### src/rtl/mux_scan_if.sv
// Handshake and mux bundle between a scan requester and mux_scan_sequencer.
// The master drives start/mask and the mux output; the slave drives sel and results.
interface mux_scan_if;
  logic        start;
  logic [15:0] mask;
  logic        mux_out;
  logic [3:0]  sel;
  logic        busy;
  logic        done;
  logic [15:0] result;
  logic [4:0]  count;

  modport master (
    output start, mask, mux_out,
    input  sel, busy, done, result, count
  );

  modport slave (
    input  start, mask, mux_out,
    output sel, busy, done, result, count
  );
endinterface

### src/rtl/mux_scan_sequencer.sv
// Scans the enabled channels of a 16:1 mux into one snapshot word.
// MUX_SCAN_CONTINUOUS_EN: a start seen at a completing edge chains the next scan.
module mux_scan_sequencer #(
  parameter int SETTLE = 1
) (
  input logic clk,
  input logic rst,
  mux_scan_if.slave bus
);

  typedef enum logic [1:0] {
    S_IDLE,
    S_SETTLE,
    S_SAMPLE
  } state_t;

  localparam state_t     S_WAIT = (SETTLE == 0) ? S_SAMPLE : S_SETTLE;
  localparam logic [3:0] LAST   = 4'(SETTLE - 1);

  state_t      r_state;
  logic [3:0]  r_sel;
  logic        r_busy;
  logic        r_done;
  logic [15:0] r_result;
  logic [4:0]  r_count;
  logic [3:0]  r_cnt;
  logic [15:0] r_mask;
  logic [15:0] r_shadow;

  state_t      w_state;
  logic [3:0]  w_sel;
  logic        w_busy;
  logic        w_done;
  logic [15:0] w_result;
  logic [4:0]  w_count;
  logic [3:0]  w_cnt;
  logic [15:0] w_mask;
  logic [15:0] w_shadow;
  logic        w_launch;
  logic [3:0]  w_first;
  logic [3:0]  w_next;
  logic        w_has_next;
  logic [4:0]  w_pop;

  always_comb begin
    w_first = '0;
    for (int i = 15; i >= 0; i--)
      if (bus.mask[i]) w_first = 4'(i);
  end

  always_comb begin
    w_next     = '0;
    w_has_next = 1'b0;
    for (int i = 15; i >= 0; i--)
      if (r_mask[i] && (i > int'(r_sel))) begin
        w_next     = 4'(i);
        w_has_next = 1'b1;
      end
  end

  always_comb begin
    w_pop = '0;
    for (int i = 0; i < 16; i++)
      w_pop = w_pop + 5'(r_mask[i]);
  end

  always_comb begin
    w_state  = r_state;
    w_sel    = r_sel;
    w_busy   = r_busy;
    w_done   = 1'b0;
    w_result = r_result;
    w_count  = r_count;
    w_cnt    = r_cnt;
    w_mask   = r_mask;
    w_shadow = r_shadow;
    w_launch = 1'b0;
    unique case (r_state)
      S_IDLE: begin
        if (bus.start) begin
          if (|bus.mask) begin
            w_launch = 1'b1;
          end else begin
            w_done   = 1'b1;
            w_result = '0;
            w_count  = '0;
          end
        end
      end
      S_SETTLE: begin
        if (r_cnt == LAST) begin
          w_cnt   = '0;
          w_state = S_SAMPLE;
        end else begin
          w_cnt = r_cnt + 4'd1;
        end
      end
      S_SAMPLE: begin
        w_shadow[r_sel] = bus.mux_out;
        if (w_has_next) begin
          w_sel   = w_next;
          w_cnt   = '0;
          w_state = S_WAIT;
        end else begin
          w_result = w_shadow;
          w_count  = w_pop;
          w_done   = 1'b1;
          w_busy   = 1'b0;
          w_sel    = '0;
          w_state  = S_IDLE;
`ifdef MUX_SCAN_CONTINUOUS_EN
          w_launch = bus.start && (|bus.mask);
`endif
        end
      end
      default: w_state = S_IDLE;
    endcase
    // launch overrides the completion's idle values when chaining
    if (w_launch) begin
      w_mask   = bus.mask;
      w_sel    = w_first;
      w_busy   = 1'b1;
      w_shadow = '0;
      w_cnt    = '0;
      w_state  = S_WAIT;
    end
  end

  always_ff @(posedge clk) begin
    if (rst) begin
      r_state  <= S_IDLE;
      r_sel    <= '0;
      r_busy   <= 1'b0;
      r_done   <= 1'b0;
      r_result <= '0;
      r_count  <= '0;
      r_cnt    <= '0;
      r_mask   <= '0;
      r_shadow <= '0;
    end else begin
      r_state  <= w_state;
      r_sel    <= w_sel;
      r_busy   <= w_busy;
      r_done   <= w_done;
      r_result <= w_result;
      r_count  <= w_count;
      r_cnt    <= w_cnt;
      r_mask   <= w_mask;
      r_shadow <= w_shadow;
    end
  end

  assign bus.sel    = r_sel;
  assign bus.busy   = r_busy;
  assign bus.done   = r_done;
  assign bus.result = r_result;
  assign bus.count  = r_count;

endmodule
### src/flat_wrapper.sv
// flat-port wrapper written by rule: the top's interface ports become plain ports
module mux_scan_sequencer_flat 
#(
  parameter int SETTLE = 1
)
  (clk, rst, bus_start, bus_mask, bus_mux_out, bus_sel, bus_busy, bus_done, bus_result, bus_count);
  mux_scan_if bus_i ();
  input logic clk;
  input logic rst;
  input wire logic [$bits(bus_i.start)-1:0] bus_start;
  input wire logic [$bits(bus_i.mask)-1:0] bus_mask;
  input wire logic [$bits(bus_i.mux_out)-1:0] bus_mux_out;
  output wire logic [$bits(bus_i.sel)-1:0] bus_sel;
  output wire logic [$bits(bus_i.busy)-1:0] bus_busy;
  output wire logic [$bits(bus_i.done)-1:0] bus_done;
  output wire logic [$bits(bus_i.result)-1:0] bus_result;
  output wire logic [$bits(bus_i.count)-1:0] bus_count;
  assign bus_i.start = bus_start;
  assign bus_i.mask = bus_mask;
  assign bus_i.mux_out = bus_mux_out;
  assign bus_sel = bus_i.sel;
  assign bus_busy = bus_i.busy;
  assign bus_done = bus_i.done;
  assign bus_result = bus_i.result;
  assign bus_count = bus_i.count;
  mux_scan_sequencer #(.SETTLE(SETTLE)) u_core (.clk(clk), .rst(rst), .bus(bus_i));
endmodule
### config.mk
export PLATFORM = sky130hd
export DESIGN_NAME = mux_scan_sequencer_flat
export DESIGN_NICKNAME = d
export VERILOG_FILES = /design/src/rtl/mux_scan_if.sv /design/src/rtl/mux_scan_sequencer.sv /design/src/flat_wrapper.sv
export SDC_FILE = /design/constraint.sdc
export NUM_CORES = 1
export LEC_CHECK = 0
export BUFFER_PORTS_ARGS = -buffer_cell sky130_fd_sc_hd__buf_2
export CORE_MARGIN = 3
export CORE_UTILIZATION = 55
export DETAILED_ROUTE_END_ITERATION = 8
export GPL_TIMING_DRIVEN = 1
export PLACE_DENSITY = 0.72
export SETUP_SLACK_MARGIN = 0.5
export SLEW_MARGIN = 20
export SYNTH_ARGS = -nofsm -noshare
export SYNTH_HDL_FRONTEND = slang
export SYNTH_SLANG_ARGS = --single-unit
### constraint.sdc
create_clock -name clk -period 8.93 [get_ports clk]
set_input_delay 0.893 -clock clk [delete_from_list [all_inputs] [get_ports clk]]
set_output_delay 0.893 -clock clk [all_outputs]
set_load 0.02 [all_outputs]
==> Implementation_results.wiki <==
{| class="wikitable"
! Metric !! Value
|-
| Number of pins exceeding their max-slew limit in the final report || 0
|-
| Clock sink count || 65
|-
| Startpoint type of the worst setup path || register
|-
| Global route total overflow || 0
|-
| Gate count after technology mapping || 463
|-
| Number of cell rows || 29
|-
| Synthesized cell area || 0.00374 mm²
|-
| Hold Fails Final Rpt || 0
|-
| Clock tree root buffer cell || clkbuf_8
|-
| FMAX || 249 MHz
|-
| Count of nets left with antenna violations after detail routing || 0
|-
| Post-Route WL || 8820 µm
|-
| Wire length of the first global-routing pass || 14800 µm
|-
| TritonCTS clock tree || built
|-
| Buffers from clock root to sink, at most || 2
|-
| Required time of the worst setup path || 9.13 ns
|-
| Deepest level of the CTS H-tree || 3
|-
| Register area share after synthesis || 34.8%
|-
| Setup violation total in the final timing report || 0
|-
| Most common library cell in the layout ignoring fill and taps || nor2_1
|-
| DR WL/cell || 15.3 µm
|-
| Hold path cells || 2
|-
| Crit path max fanout || 4
|-
| Total CTS buffers || 9
|-
| Worst hold path startpoint || u_core.bus.count[3]$_SDFFE_PP0P_
|-
| Crit Path Class || reg -> reg
|-
| Number of buffers added to fix hold violations after cts || 0
|-
| Most frequently used flop master after synthesis || dfxtp_1
|-
| Transition time at the pin with the least slew margin || 0.958 ns
|-
| Status || finished clean
|-
| Fin area || 0.00417 mm²
|-
| Clock period minus final worst setup slack || 4.02 ns
|-
| Initial core utilization || 57.8%
|-
| Clock latency at the later pin of the worst-skew pair || 0.35 ns
|-
| Clock transition at path regs || 0.07 ns
|-
| Synth Area per Inst || 8.07 µm²
|-
| Most used cells in the layout excluding fill and tap cells || 72 x nor2_1, 65 x dfxtp_1, 55 x a21oi_1
|-
| Die footprint || 0.00782 mm²
|-
| Number of antenna violations at the first check in global routing || 0
|-
| Distinct cell type count after synthesis || 61
|-
| Post-synthesis register bit count || 65
|-
| Unrepaired setup endpoints after global routing || false
|-
| Max-capacitance violation count || 0
|-
| Flop2flop setup slack || 4.91 ns
|-
| Worst setup startpoint || u_core.r_mask[1]$_SDFFE_PP0P_
|-
| Count of unresolved DRC violations after routing || 0
|-
| Largest net degree at the start of global routing || 50
|-
| Max stage delay on crit path || 0.54 ns
|-
| # diodes || 0
|-
| DRC marker count from the first detailed-route iteration || 223
|-
| IO buf count || 46
|-
| Power density over the cells || 184 mW/mm²
|-
| Cell seen most often among critical-path stages || fa_1
|-
| Final net count || 531
|-
| Slew headroom || 35.9%
|-
| Number of cells upsized or downsized after cts || 0
|-
| Number of detailed-routing iterations run before antenna repair || 5
|-
| Width of the die || 88.4 µm
|-
| FFs w/ async S/R, synth || 0%
|-
| Core footprint || 0.00646 mm²
|-
| Worst min-delay path category || reg -> reg
|-
| Post-detail-place hpwl || 6170 µm
|-
| Critical path data arrival time || 4.22 ns
|-
| Detail-routed via count per cell || 5.78
|-
| Capturing point of the worst reg2reg path || u_core.bus.count[2]$_SDFFE_PP0P_
|-
| Die Span Y || 88.4 µm
|-
| Accumulated negative setup slack || 0 ns
|-
| Final period utilization || 45.0%
|-
| Maximum ir drop on the vdd rail || 0.000104 V
|-
| Kind of end point of the critical path || register
|-
| Synth Net Count || 500
|-
| Hold Path End || u_core.bus.count[3]$_SDFFE_PP0P_
|-
| Number of synthesized flops with an enable pin || 0
|-
| Placed Instance Area || 0.00394 mm²
|-
| Fin Hold WS || 0.469 ns
|-
| Buffer count from post-CTS setup fixing || 0
|-
| Vias in the first global route || 3052
|-
| Path depth of the worst reg2reg path || 12
|-
| Global placer's final weighted congestion || 0.911
|-
| Leakage || 1.67 nW
|-
| Slowest library cell on the worst path || fa_1
|-
| Synthesis Warnings || 0
|-
| Cells traversed along the worst timing path || ha_1, inv_1, fa_1, fa_1, fa_1, fa_1, fa_1, fa_1, xor2_1, nor2_1, mux2i_1, nor2_1
|-
| Share of cells above drive strength 1 || 15.6%
|-
| Via count || 3329
|-
| Final Skew || 0.0121 ns
|-
| Reg2reg start || u_core.r_mask[1]$_SDFFE_PP0P_
|-
| Total Routing Usage GR || 24.4%
|-
| Number of top-level pins || 47
|-
| Layout overhead on the synthesized area || 11.5%
|}
==> cell families (layout without fill, tap and decap cells) <==
kind of cell / after synthesis / in the layout / share of synthesized area, %
AO/OA/AOI/OAI: 114 / 114 / 20.0
XOR/XNOR: 3 / 3 / 0.703
adder cells (fa/ha/maj): 17 / 17 / 7.70
buffers and inverters: 59 / 95 / 7.00
flip-flops: 65 / 65 / 34.8
multiplexers: 28 / 28 / 7.50
AND/OR/NAND/NOR: 177 / 177 / 22.2
==> final cells by class <==
type                            instances  area (µm²)
Inverter                               30         113
Clock buffer                           10         138
Tap cell                               77        96.3
Fill cell                             566        2290
Clock inverter                          6        91.3
Sequential cell                        65        1300
Timing Repair Buffer                   49         253
Multi-Input combinational cell        339        2170
==> power breakdown <==
part	internal [mW]	leakage [nW]	switching, mW
combinational	0.0643	1.02	0.0985
clock	0.166	0.116	0.120
sequential	0.299	0.527	0.0205
==> through the flow <==
stage,total power [mW],instances,setup WS [ns],utilization (%)
final,0.768,576,4.91,64.5
after global routing,0.806,576,4.71,64.5
after CTS,0.773,576,4.90,64.5
after detailed placement,0.486,560,4.93,60.9
after global placement,0.481,560,5.00,60.9
after floorplan,0.445,463,5.16,-
==> synth_stat cells (all sizes together), types with 10 or more instances <==
master / number / area, µm²
clkbuf: 18 / 67.6
o21ai: 14 / 73.8
a21oi: 55 / 275
nor2: 72 / 270
inv: 30 / 113
nor3: 11 / 60.1
dfxtp: 65 / 1300
fa: 10 / 200
buf: 11 / 81.3
nand2: 46 / 173
nand3: 10 / 62.6
nand2b: 16 / 100
mux2i: 28 / 280
==> how the worst max path moves through the flow <==
stage | to | depth (start not counted) | slack, ns
floorplan | u_core.bus.count[2]$_SDFFE_PP0P_ | 12 | 5.16
global placement | u_core.bus.count[2]$_SDFFE_PP0P_ | 12 | 5.00
detailed placement | u_core.bus.count[2]$_SDFFE_PP0P_ | 12 | 4.93
CTS | u_core.bus.count[2]$_SDFFE_PP0P_ | 12 | 4.90
global route | u_core.bus.count[2]$_SDFFE_PP0P_ | 12 | 4.71
finish | u_core.bus.count[2]$_SDFFE_PP0P_ | 12 | 4.91
==> registers in the layout, summed over array words and instances (netlist names), 2 cells and up <==
signal             cells
u_core.r_mask         16
u_core.r_cnt           4
u_core.bus.sel         4
u_core.r_shadow       16
u_core.bus.count       5
u_core.bus.result     16
u_core.r_state         2
==> critical path, delay by kind of cell, from the launching register on <==
kind	cells	cell delay [ns]
mux	1	0.15
buf+inv	1	0.08
fa+ha+maj	7	3.01
flops	1	0.38
simple gates	2	0.10
xor+xnor	1	0.15
==> metal layers <==
metal  wire (µm)  part of all wire [%]  track usage [%]  up-vias
met1        4110                    47             34.8     1564
met4         193                   2.2             10.9        0
met5           0                     0                0        -
met2        3990                    45             35.6       90
met3         536                   6.1             4.84       18
li1            -                     -                -     1657
No activity file was read; power rests on OpenSTA's default activity.
